--- src/rtl/wmem_ctrl.sv ---
// Weight-memory sequencer: packs the narrow weight stream into lines on LOAD,
// and streams contiguous line reads to the MAC cluster on RUN.
module wmem_ctrl #(
  parameter int DATA_WIDTH = 8,
  parameter int NUM_MAC4   = 16,
  parameter int ADDR_WIDTH = 7,
  parameter int BUS_WIDTH  = 32,
  parameter int LINE_WIDTH = NUM_MAC4*4*DATA_WIDTH,
  parameter int BEATS      = LINE_WIDTH/BUS_WIDTH
) (
  input  logic                  clk,
  input  logic                  rst_n,
  input  logic                  in_load_start,
  input  logic                  in_run_start,
  input  logic [ADDR_WIDTH-1:0] in_cfg_base,
  input  logic [ADDR_WIDTH-1:0] in_cfg_len,
  input  logic [7:0]            in_cfg_repeat,
  input  logic                  in_s_valid,
  input  logic [BUS_WIDTH-1:0]  in_s_data,
  output logic                  out_s_ready,
  output logic                  out_wr_en,
  output logic [ADDR_WIDTH-1:0] out_wr_addr,
  output logic [LINE_WIDTH-1:0] out_wr_data,
  output logic                  out_rd_en,
  output logic [ADDR_WIDTH-1:0] out_rd_addr,
  input  logic                  in_mac_ready,
  output logic                  out_busy,
  output logic                  out_done
);
  localparam int BW = (BEATS > 1) ? $clog2(BEATS) : 1;

  typedef enum logic [2:0] {S_IDLE, S_LOAD, S_WRITE, S_RUN, S_DONE} state_e;

  state_e                state_q, state_d;
  logic [BW-1:0]         beat_q, beat_d;
  logic [ADDR_WIDTH:0]   line_q, line_d;
  logic [7:0]            pass_q, pass_d;
  logic [7:0]            rep_q, rep_d;
  logic [ADDR_WIDTH-1:0] base_q, base_d;
  logic [ADDR_WIDTH-1:0] len_q, len_d;
  logic [ADDR_WIDTH-1:0] addr_q, addr_d;
  logic [LINE_WIDTH-1:0] buf_q, buf_d;

  logic [ADDR_WIDTH:0]   line_inc;
  logic [7:0]            pass_inc;
  logic                  last_line;

  assign line_inc  = line_q + 1'b1;
  assign pass_inc  = pass_q + 8'd1;
  assign last_line = (line_inc == {1'b0, len_q});

  always_ff @(posedge clk or negedge rst_n) begin
    if (!rst_n) state_q <= S_IDLE;
    else        state_q <= state_d;
  end

  always_ff @(posedge clk or negedge rst_n) begin
    if (!rst_n) begin
      beat_q <= '0;
      line_q <= '0;
      pass_q <= '0;
      rep_q  <= '0;
      base_q <= '0;
      len_q  <= '0;
      addr_q <= '0;
      buf_q  <= '0;
    end else begin
      beat_q <= beat_d;
      line_q <= line_d;
      pass_q <= pass_d;
      rep_q  <= rep_d;
      base_q <= base_d;
      len_q  <= len_d;
      addr_q <= addr_d;
      buf_q  <= buf_d;
    end
  end

  // addr_q is the single line pointer shared by both ports; only one port is live per state
  always_comb begin
    state_d = state_q;
    beat_d  = beat_q;
    line_d  = line_q;
    pass_d  = pass_q;
    rep_d   = rep_q;
    base_d  = base_q;
    len_d   = len_q;
    addr_d  = addr_q;
    buf_d   = buf_q;
    unique case (state_q)
      S_IDLE: begin
        if (in_load_start || in_run_start) begin
          base_d = in_cfg_base;
          len_d  = in_cfg_len;
          addr_d = in_cfg_base;
          line_d = '0;
          beat_d = '0;
          pass_d = '0;
          if (in_load_start) begin
            state_d = (in_cfg_len == '0) ? S_DONE : S_LOAD;
          end else begin
            rep_d   = (in_cfg_repeat == 8'd0) ? 8'd1 : in_cfg_repeat;
            state_d = (in_cfg_len == '0) ? S_DONE : S_RUN;
          end
        end
      end
      S_LOAD: begin
        if (in_s_valid) begin
          buf_d[int'(beat_q)*BUS_WIDTH +: BUS_WIDTH] = in_s_data;
          beat_d = beat_q + 1'b1;
          if (beat_q == BW'(BEATS-1)) state_d = S_WRITE;
        end
      end
      S_WRITE: begin
        line_d  = line_inc;
        addr_d  = addr_q + 1'b1;
        beat_d  = '0;
        state_d = last_line ? S_DONE : S_LOAD;
      end
      S_RUN: begin
        if (in_mac_ready) begin
          if (last_line) begin
            pass_d = pass_inc;
            if (pass_inc >= rep_q) begin
              state_d = S_DONE;
            end else begin
              line_d = '0;
              addr_d = base_q;
            end
          end else begin
            line_d = line_inc;
            addr_d = addr_q + 1'b1;
          end
        end
      end
      S_DONE:  state_d = S_IDLE;
      default: state_d = S_IDLE;
    endcase
  end

  always_comb begin
    out_s_ready = (state_q == S_LOAD);
    out_wr_en   = (state_q == S_WRITE);
    out_rd_en   = (state_q == S_RUN);
    out_busy    = (state_q != S_IDLE);
    out_done    = (state_q == S_DONE);
    out_wr_addr = addr_q;
    out_rd_addr = addr_q;
    out_wr_data = buf_q;
  end

endmodule

--- config.mk ---
export PLATFORM = sky130hd
export DESIGN_NAME = wmem_ctrl
export DESIGN_NICKNAME = d
export VERILOG_FILES = /design/src/rtl/wmem_ctrl.sv
export SDC_FILE = /design/constraint.sdc
export NUM_CORES = 1
export LEC_CHECK = 0
export CAP_MARGIN = 20
export CORE_AREA = 2 2 228 230
export CTS_CLUSTER_DIAMETER = 200
export DETAILED_ROUTE_END_ITERATION = 7
export DIE_AREA = 0 0 230 232
export PLACE_DENSITY = 0.82
export REMOVE_ABC_BUFFERS = 1
export SLEW_MARGIN = 40
export SYNTH_ARGS = -nofsm -noshare
export SYNTH_HDL_FRONTEND = slang
export SYNTH_SLANG_ARGS = --single-unit
--- constraint.sdc ---
create_clock -name clk -period 3.66 [get_ports clk]
set_input_delay 0.549 -clock clk [delete_from_list [all_inputs] [get_ports clk]]
set_output_delay 0.549 -clock clk [all_outputs]
set_load 0.01 [all_outputs]
==> results.toml, run 1 <==
[outcome]
status = "finished clean"

[cts]
insertion_delay_ns = 0.60
htree_levels = 2
cts_root_buf = "clkbuf_16"
post_cts_resize_count = 0
cts_tree = "done"
cts_setup_buffers = 0
clk_path_buf_depth = 3
clock_sinks = 564
numCtsBuffers = 57
clkSlewWorstSetupHoldPaths_ns = 0.06
ctsHoldBuffers = 1

[setup_path]
crit_slowest_cell = "dfrtp_1"
path_class = "reg -> reg"
worstPathRequired_ns = 4.14
worstPathCellList = "ha_1 -> nand3_1 -> xnor2_1 -> ha_1 -> a21o_1 -> a211oi_1 -> o21ai_0 -> a21o_1 -> a31o_2 -> or2_2 -> o41ai_1"
critPathBufInv = 0
cp.arrival_ns = 3.79
critPathTopFamily = "compound AO/OA/AOI/OAI gates"
rr_worst_depth = 11
end_kind = "register"
cp-start-kind = "register"
cp-startpoint = "pass_q[0]$_DFFE_PN0P_"
reg2reg_from = "pass_q[0]$_DFFE_PN0P_"
slowest_delay_ns = 0.44
crit_cells = 11
worstPathMaxFanout = 20

[cells_and_area]
drive_gt1_frac = 0.0884
num_antenna_cells = 0
syn_to_final_growth_pct = 36.3
final_cell_mix = "971 x nand2_1, 564 x dfrtp_1, 564 x clkdlybuf4s50_1"
final_util = 0.622
fin_nets = 3112
final_common_cell = "nand2_1"

[timing]
finalCritPeriodShare = 0.904
hold_violations = 0
rsz0062_at_grt = "no"
fin_hold_ws_ns = 0.398
setup_violations = 0
clock.fmax_mhz = 302
slew_viol_final = 0
fin_crit_ns = 3.31
worst_slew_pin_slew_ns = 0.879
relSlewSlack = 0.412
fin_skew_ns = 0.0116

[hold_path]
min-delay-start = "in_s_data[28]"
min_path_cells = 3
min-delay-path-class = "in -> reg"

[global_route]
grt_use_met3 = 0.0728
antenna_found_initial = 1
grt-busiest-layer = "met2"
grt_max_degree = 70
grt_pass1_vias = 20500
overflow = 0
grt_usage = 0.305
grt_pass1_wl_mm = 124
grtUsageMet1 = 0.382
grtUsageMet2 = 0.498

[placed_design]
gp_congestion = 0.940
io_buffers = 590
post-dp-hpwl_mm = 56.0

[yosys]
synth_top_cell_area_share = 0.608
synth_edf_count = 0
ys.warnings.count = 0
yosysSeqAreaShare = 0.608
syn_inst = 2517
async_reset_ff_frac = 1.00
syn-cell-area_mm2 = 0.0232
ys_ff_latch = 564
synth_cell_types = 63
yosysTopAreaCell = "dfrtp_1"
ys.flop_type = "dfrtp_1"
postSynthAreaPerCell_um2 = 9.22
ys_top_cells_by_area = "dfrtp_1 61%, nand2_1 16%, o21ai_0 10%"

[drt]
drt_iter0_drc = 2007
firstDrtPassIters = 5
drcViolationCount = 0
wl_mm = 82.7
vias_per_cell = 5.50
detail-route-antenna-nets = 0
vias = 20700
avgRoutedWirePerCell_um = 22.0

[power_and_ir_drop]
p_leak_nw = 13.3
power_density_mw_per_mm2 = 508
vdd_ir_drop_max_mv = 0.519

[run]
maxCapViolations = 0

[floorplan]
ios = 591
rows = 83
die-area_mm2 = 0.0534
start_util = 0.456
die_w_um = 230
die_h_um = 232
coreArea_mm2 = 0.0509
[power breakdown]
part | total [mW] | internal, mW | switching (mW) | leakage (nW)
clock | 5.79 | 3.35 | 2.45 | 0.900
sequential | 6.96 | 6.61 | 0.353 | 7.80
combinational | 3.30 | 1.33 | 1.97 | 4.58
total | 16.1 | 11.3 | 4.77 | 13.3
[path summary, 6_finish.rpt]
path / endpoint / slack, ns
hold / removal: out_wr_data[92]$_DFFE_PN0P_ / 0.40
hold reg to reg: out_wr_data[424]$_DFFE_PN0P_ / 0.48
setup reg to reg: line_q[7]$_DFFE_PN0P_ / 0.35
setup / recovery: line_q[7]$_DFFE_PN0P_ / 0.35
min in group asynchronous: base_q[4]$_DFFE_PN0P_ / 0.42
max in group asynchronous: out_wr_data[435]$_DFFE_PN0P_ / 2.10
[cells in the mapped netlist, types with 2 or more instances]
cell	count
a22oi_1	2
nor3b_1	4
a22o_1	4
mux2i_1	3
ha_1	14
dfrtp_1	564
a21oi_1	14
nor4_1	3
nand2_1	983
nor2b_1	4
o21a_1	3
nand2b_1	10
a211o_1	2
xor2_1	6
nand3_2	2
nor4b_1	2
nand4_1	7
nor2_1	46
or3_1	2
buf_4	9
buf_2	3
nor3_1	18
xnor2_1	7
mux2_2	55
a31o_2	3
a211oi_1	2
a21o_1	7
o21ai_0	482
inv_1	16
a21bo_2	2
and3_1	6
o2111ai_1	2
buf_6	2
clkbuf_1	179
nand3_1	17
nand4b_1	2
o211ai_1	2
or2_2	3
[sequential cells by signal, summed over array words and instances, names as in the netlist]
name         count
len_q            7
state_q          3
beat_q           4
base_q           7
out_wr_data    512
line_q           8
pass_q           8
rep_q            8
out_rd_addr      7
[area by class of cell]
class	instances	area, um^2
clock buffers	82	1620
inverters	16	60.1
multi-input cells	1744	8360
fillers	4037	19300
clock inverters	16	216
flip-flops and latches	564	14100
repair buffers	655	6410
well taps	680	851
[routing by layer]
| metal | routed length (um) | up-vias | share of wire |
|---|---|---|---|
| li1 | - | 9259 | - |
| met1 | 31700 | 10100 | 0.38 |
| met2 | 38900 | 1068 | 0.47 |
| met3 | 7520 | 250 | 0.091 |
| met4 | 4600 | 0 | 0.056 |
| met5 | 0 | - | 0 |
[kinds of logic (layout without fill, tap and decap cells)]
| kind of cell | Yosys count | after routing | synth area share |
|---|---|---|---|
| buf+inv | 209 | 769 | 0.0361 |
| flops | 564 | 564 | 0.608 |
| mux | 58 | 58 | 0.0280 |
| simple gates | 1119 | 1119 | 0.191 |
| fa+ha+maj | 14 | 14 | 0.00755 |
| xor+xnor | 14 | 14 | 0.00609 |
| compound gates | 539 | 539 | 0.123 |
[tightest hold or removal path, stage by stage]
cell	delay [ns]
buf_2	0.25
nand2_1	0.11
o21ai_0	0.06
[per-stage QoR]
| stage | area (um^2) | setup TNS (ns) | total power, mW | cells | setup slack (ns) |
|---|---|---|---|---|---|
| 6_report | 31600 | 0 | 16.1 | 3757 | 0.351 |
| 5_1_grt | 31600 | 0 | 16.7 | 3757 | 0.225 |
| 4_1_cts | 31600 | 0 | 16.1 | 3756 | 0.392 |
| 3_5_place_dp | 29800 | 0 | 10.3 | 3657 | 0.450 |
| 3_3_place_gp | 29800 | 0 | 10.2 | 3654 | 0.569 |
| 2_1_floorplan | 22400 | -3.68 | 8.63 | 2324 | -0.115 |
Power figures use the tool's default switching activity.
==> run 2, diff against run 1 <==
Settings changed: CORE_AREA 2 2 228 230 to 2 2 232 234, DIE_AREA 0 0 230 232 to 0 0 234 236, DONT_BUFFER_PORTS set to 1, PLACE_DENSITY 0.82 to 0.66.
==> run 2 against run 1 <==
Against the previous run:
- the run now ends with hold timing, slew limit left
- critical path depth unchanged
- first-iteration DRC count down 17%
- power down 4.5%
- clock power up 4.8%
- critical endpoint unchanged
- routed wire length down 5.7%
- critical path type unchanged
- via count down 14%
- highest routed layer is now met5
==> results.toml, run 2 (synthesized netlist as in run 1, its figures left out) <==
[outcome]
status = "complete, but fails checks"
violations = "hold timing, slew limit"

[timing]
fin_crit_ns = 3.30
worst_slew_pin_slew_ns = 2.25
fin_skew_ns = 0.0289
fin_hold_ws_ns = -0.353
setup_tns_ns = 0
rsz0062_at_grt = "no"
setup_violations = 0
relSlewSlack = -0.499
slew_viol_final = 290
clock.fmax_mhz = 303
finalCritPeriodShare = 0.902
hold_violations = 311

[cells_and_area]
final_common_cell = "nand2_1"
largest_register_ffs = 512
n_fill_cell = 4840
postLayoutCellArea_mm2 = 0.0257
fin_cells = 3165
drive_gt1_frac = 0.0944
syn_to_final_growth_pct = 10.5
fin_nets = 2495
final_cell_mix = "971 x nand2_1, 564 x dfrtp_1, 482 x o21ai_0"

[setup_path]
end_kind = "register"
worstPathRequired_ns = 4.16
path_class = "reg -> reg"
cp.arrival_ns = 3.80
worstPathMaxFanout = 20
cp-start-kind = "register"

[global_route]
grt_pass1_vias = 16800
grt_max_degree = 565
antenna_found_initial = 3
grt_pass1_wl_mm = 114
grt_usage = 0.277
overflow = 0

[floorplan]
die_h_um = 236
die-area_mm2 = 0.0552
start_util = 0.437
die_w_um = 234
rows = 85
ios = 591
coreArea_mm2 = 0.0531

[placed_design]
io_buffers = 0
dp.cells = 3057
gp_congestion = 0.907
post-dp-hpwl_mm = 49.4
dpl_cell_area_mm2 = 0.0237

[cts]
htree_levels = 2
clock_sinks = 564
cts_tree = "done"
cts_setup_buffers = 0
numCtsBuffers = 58
clkSlewWorstSetupHoldPaths_ns = 0.06
cts_root_buf = "clkbuf_16"
insertion_delay_ns = 0.61
clk_path_buf_depth = 3
post_cts_resize_count = 0

[power_and_ir_drop]
pwr-share-comb = 0.140
p_sw_mw = 4.37
internal_power_mw = 11.0
p_leak_nw = 11.2
swShare = 0.285
power_mw = 15.3
vdd_ir_drop_max_mv = 0.442
p_seq_frac = 0.464
power_density_mw_per_mm2 = 598
clock_power_share = 0.396

[drt]
drcViolationCount = 0
drt_iter0_drc = 1656
wl_mm = 78.0
detail-route-antenna-nets = 0
firstDrtPassIters = 6
vias = 17800
vias_per_cell = 5.61
avgRoutedWirePerCell_um = 24.7

[hold_path]
min-delay-path-class = "in -> async"

[run]
maxCapViolations = 0
-- run 2: cell types whose count changed in the layout (fill, tap and decap cells not counted), moves of 3 or more --
cell             change
buf_4               -19
buf_16               -3
inv_6                +4
nor2_2               +3
clkbuf_8             +6
nor2_4               -4
clkinv_2             +5
buf_12               -4
buf_2               -25
clkbuf_1             -6
clkdlybuf4s50_1    -564
-- run 2: through the flow --
stage,hold slack [ns],worst slack (ns),util
2_1_floorplan,0.253,-0.115,-
5_1_grt,-0.393,0.112,0.483
4_1_cts,-0.383,0.440,0.483
3_5_place_dp,0.268,0.454,0.446
6_report,-0.353,0.358,0.483
3_3_place_gp,0.271,0.573,0.446
-- run 2: per-layer routing --
layer	track usage	wire, um	up-vias
met1	0.346	29500	8690
li1	-	-	8018
met2	0.439	36600	865
met4	0.108	3190	2
met3	0.0970	8680	186
met5	0	9	-
-- run 2: worst paths after layout --
check / start / endpoint / slack (ns) / cells past startpoint
max: pass_q[0]$_DFFE_PN0P_ / line_q[7]$_DFFE_PN0P_ / 0.36 / 11
min: rst_n / out_wr_data[7]$_DFFE_PN0P_ / -0.35 / 0
max reg2reg: pass_q[0]$_DFFE_PN0P_ / line_q[7]$_DFFE_PN0P_ / 0.36 / 11
min reg2reg: base_q[2]$_DFFE_PN0P_ / base_q[2]$_DFFE_PN0P_ / 0.48 / 2
max in group asynchronous: rst_n / out_wr_data[302]$_DFFE_PN0P_ / 2.25 / 0
min in group clk: in_cfg_len[0] / len_q[0]$_DFFE_PN0P_ / 0.04 / 2
-- run 2: area by class of cell --
cell class | instances | area [um^2] | area share
clock inverters | 25 | 287 | 0.0112
flip-flops and latches | 564 | 14100 | 0.550
diodes | 1 | 2.50 | 0.0000976
clock buffers | 82 | 1680 | 0.0656
multi-input cells | 1744 | 8350 | 0.325
repair buffers | 37 | 290 | 0.0113
inverters | 16 | 60.1 | 0.00234
well taps | 696 | 871 | 0.0339
-- run 2: power groups by stage --
stage               registers [mW]  clock network, mW  logic, mW
CTS                           7.11               6.18       2.14
global placement              7.20                  0       2.04
global route                  7.16               6.46       2.40
detailed placement            7.22                  0       2.13
finish                        7.12               6.07       2.15
floorplan                     7.09                  0       1.54
-- run 2: critical path, stage by stage, from the launching register on --
cell and delay (ns):
dfrtp_1 0.42, ha_1 0.22, nand3_1 0.14, xnor2_1 0.29
ha_1 0.30, a21o_1 0.16, a211oi_1 0.25, o21ai_0 0.12
a21o_1 0.22, a31o_2 0.40, or2_2 0.39, o41ai_1 0.27
==> run 3, diff against run 2 <==
Settings changed: CAP_MARGIN 20 to not set.
Clock period 3.66 ns to 3.3 ns, I/O delays scaled along.
==> run 3 against run 2 <==
Against the previous run:
- the run still ends with hold timing, slew limit left
- cell count grew 2.2%
- critical path depth unchanged
- first-iteration DRC count increased by 15%
- non-clock buffer count rose by 68
- largest cell class unchanged
==> results.toml, run 3 (synthesized netlist as in run 1, its figures left out) <==
[outcome]
status = "complete, but fails checks"
violations = "hold timing, slew limit"

[global_route]
overflow = 0
grt_max_degree = 565
grt_pass1_wl_mm = 121
antenna_found_initial = 5
grt_usage = 0.302
grt_pass1_vias = 17200

[timing]
fin_skew_ns = 0.0240
clock.fmax_mhz = 327
worst_slew_pin_slew_ns = 2.21
fin_hold_ws_ns = -0.413
fin_crit_ns = 3.06
fin_ws_ns = 0.245
finalCritPeriodShare = 0.926
hold_violations = 387
relSlewSlack = -0.471
setup_violations = 0
slew_viol_final = 229

[power_and_ir_drop]
power_density_mw_per_mm2 = 654
vdd_ir_drop_max_mv = 0.449
p_leak_nw = 11.5
power_mw = 17.3

[floorplan]
coreArea_mm2 = 0.0531
die-area_mm2 = 0.0552
rows = 85
die_h_um = 236
ios = 591
start_util = 0.437
die_w_um = 234

[setup_path]
slowest_delay_ns = 0.41
crit_slowest_cell = "dfrtp_2"
critPathBufInv = 0
rr_worst_depth = 11
end_kind = "register"
worstPathMaxFanout = 10
cp-startpoint = "pass_q[0]$_DFFE_PN0P_"
critPathTopFamily = "compound AO/OA/AOI/OAI gates"
cp.arrival_ns = 3.56
rrSetupSlack_ns = 0.24
reg2reg_from = "pass_q[0]$_DFFE_PN0P_"
r2r-end = "out_rd_addr[0]$_DFFE_PN0P_"
cp-start-kind = "register"
worstPathRequired_ns = 3.80
path_class = "reg -> reg"
worstPathCellList = "ha_1 -> nand3_1 -> xnor2_2 -> ha_1 -> a21o_1 -> a211oi_1 -> o21ai_0 -> a21o_1 -> a31o_2 -> or2_2 -> o311ai_2"

[hold_path]
min-delay-path-class = "in -> async"

[placed_design]
io_buffers = 0
dp_slack_ns = 0.233
post-dp-hpwl_mm = 49.2
dp.cells = 3063
gp_congestion = 0.859

[cells_and_area]
final_cell_mix = "971 x nand2_1, 563 x dfrtp_1, 481 x o21ai_0"
final_common_cell = "nand2_1"
n_fill_cell = 4809
fin_cells = 3235
fin_nets = 2563
final_util = 0.497
largest_register_ffs = 512
drive_gt1_frac = 0.0951
syn_to_final_growth_pct = 13.7

[cts]
clock_sinks = 564
cts_root_buf = "clkbuf_16"
clk_path_buf_depth = 3
htree_levels = 2
numCtsBuffers = 58
insertion_delay_ns = 0.62
cts_setup_buffers = 0
cts_tree = "done"
ctsHoldBuffers = 62
clkSlewWorstSetupHoldPaths_ns = 0.06

[drt]
vias_per_cell = 5.66
avgRoutedWirePerCell_um = 26.4
detail-route-antenna-nets = 0
drt_iter0_drc = 1900
vias = 18300
firstDrtPassIters = 5
wl_mm = 85.4
drcViolationCount = 0

[run]
maxCapViolations = 0
==> run 3: cell types whose count changed in the layout (fill, tap and decap cells not counted), sizes merged <==
cell         previous run  this run
buf                    37        43
bufinv                  5         4
clkbuf                 82        85
clkinv                 15        10
clkinvlp                1         5
diode                   1         4
dlygate4sd3             0        62
inv                    20        18
==> run 3: worst max path at each step <==
stage	endpoint	depth (start not counted)	slack, ns
after CTS	out_rd_addr[0]$_DFFE_PN0P_	11	0.21
after global placement	out_rd_addr[0]$_DFFE_PN0P_	11	0.30
after detailed placement	out_rd_addr[0]$_DFFE_PN0P_	11	0.23
after global routing	line_q[0]$_DFFE_PN0P_	11	-0.0001
final	out_rd_addr[0]$_DFFE_PN0P_	11	0.24
after floorplan	out_wr_data[384]$_DFFE_PN0P_	5	-0.47
==> run 3: routing by layer <==
metal  share of wire  vias to the layer above  wire [um]  global-route usage
li1                -                     8165          -                   -
met1            0.38                     8922      32600               0.384
met2            0.45                      997      38400               0.464
met3            0.11                      228       9580              0.0973
met4           0.056                        2       4820               0.148
met5         0.00015                        -         13                   0
==> run 3: worst reg2reg max path, stage by stage, from the launching register on <==
cell      delay, ns
dfrtp_2        0.41
ha_1           0.20
nand3_1        0.16
xnor2_2        0.18
ha_1           0.30
a21o_1         0.17
a211oi_1       0.22
o21ai_0        0.12
a21o_1         0.22
a31o_2         0.34
or2_2          0.36
o311ai_2       0.27
==> run 3: cell type report <==
cell class,count,area (um^2),area share
timing repair buffer,105,993,0.0376
clock buffer,85,1760,0.0666
multi-input combinational,1744,8360,0.317
inverter,16,60.1,0.00228
antenna,4,10.0,0.000379
tap,696,871,0.0330
sequential,564,14100,0.535
clock inverter,21,225,0.00854
==> run 3: report_power, final <==
| group | internal (mW) | total (mW) | switching (mW) |
|---|---|---|---|
| registers | 7.33 | 7.84 | 0.507 |
| clock network | 3.99 | 6.82 | 2.83 |
| logic | 0.981 | 2.61 | 1.62 |
==> run 3: stage by stage <==
step	TNS [ns]	area [um^2]
finish	0	26400
global route	-0.0000977	26400
CTS	0	26400
detailed placement	0	23800
global placement	0	23800
floorplan	-16.81	22400
==> run 3: timing repair <==
item | CTS | global route
hold endpoints to repair | 684 | 564
resized for setup | 0 | 4
endpoints found under the setup margin | 0 | 10
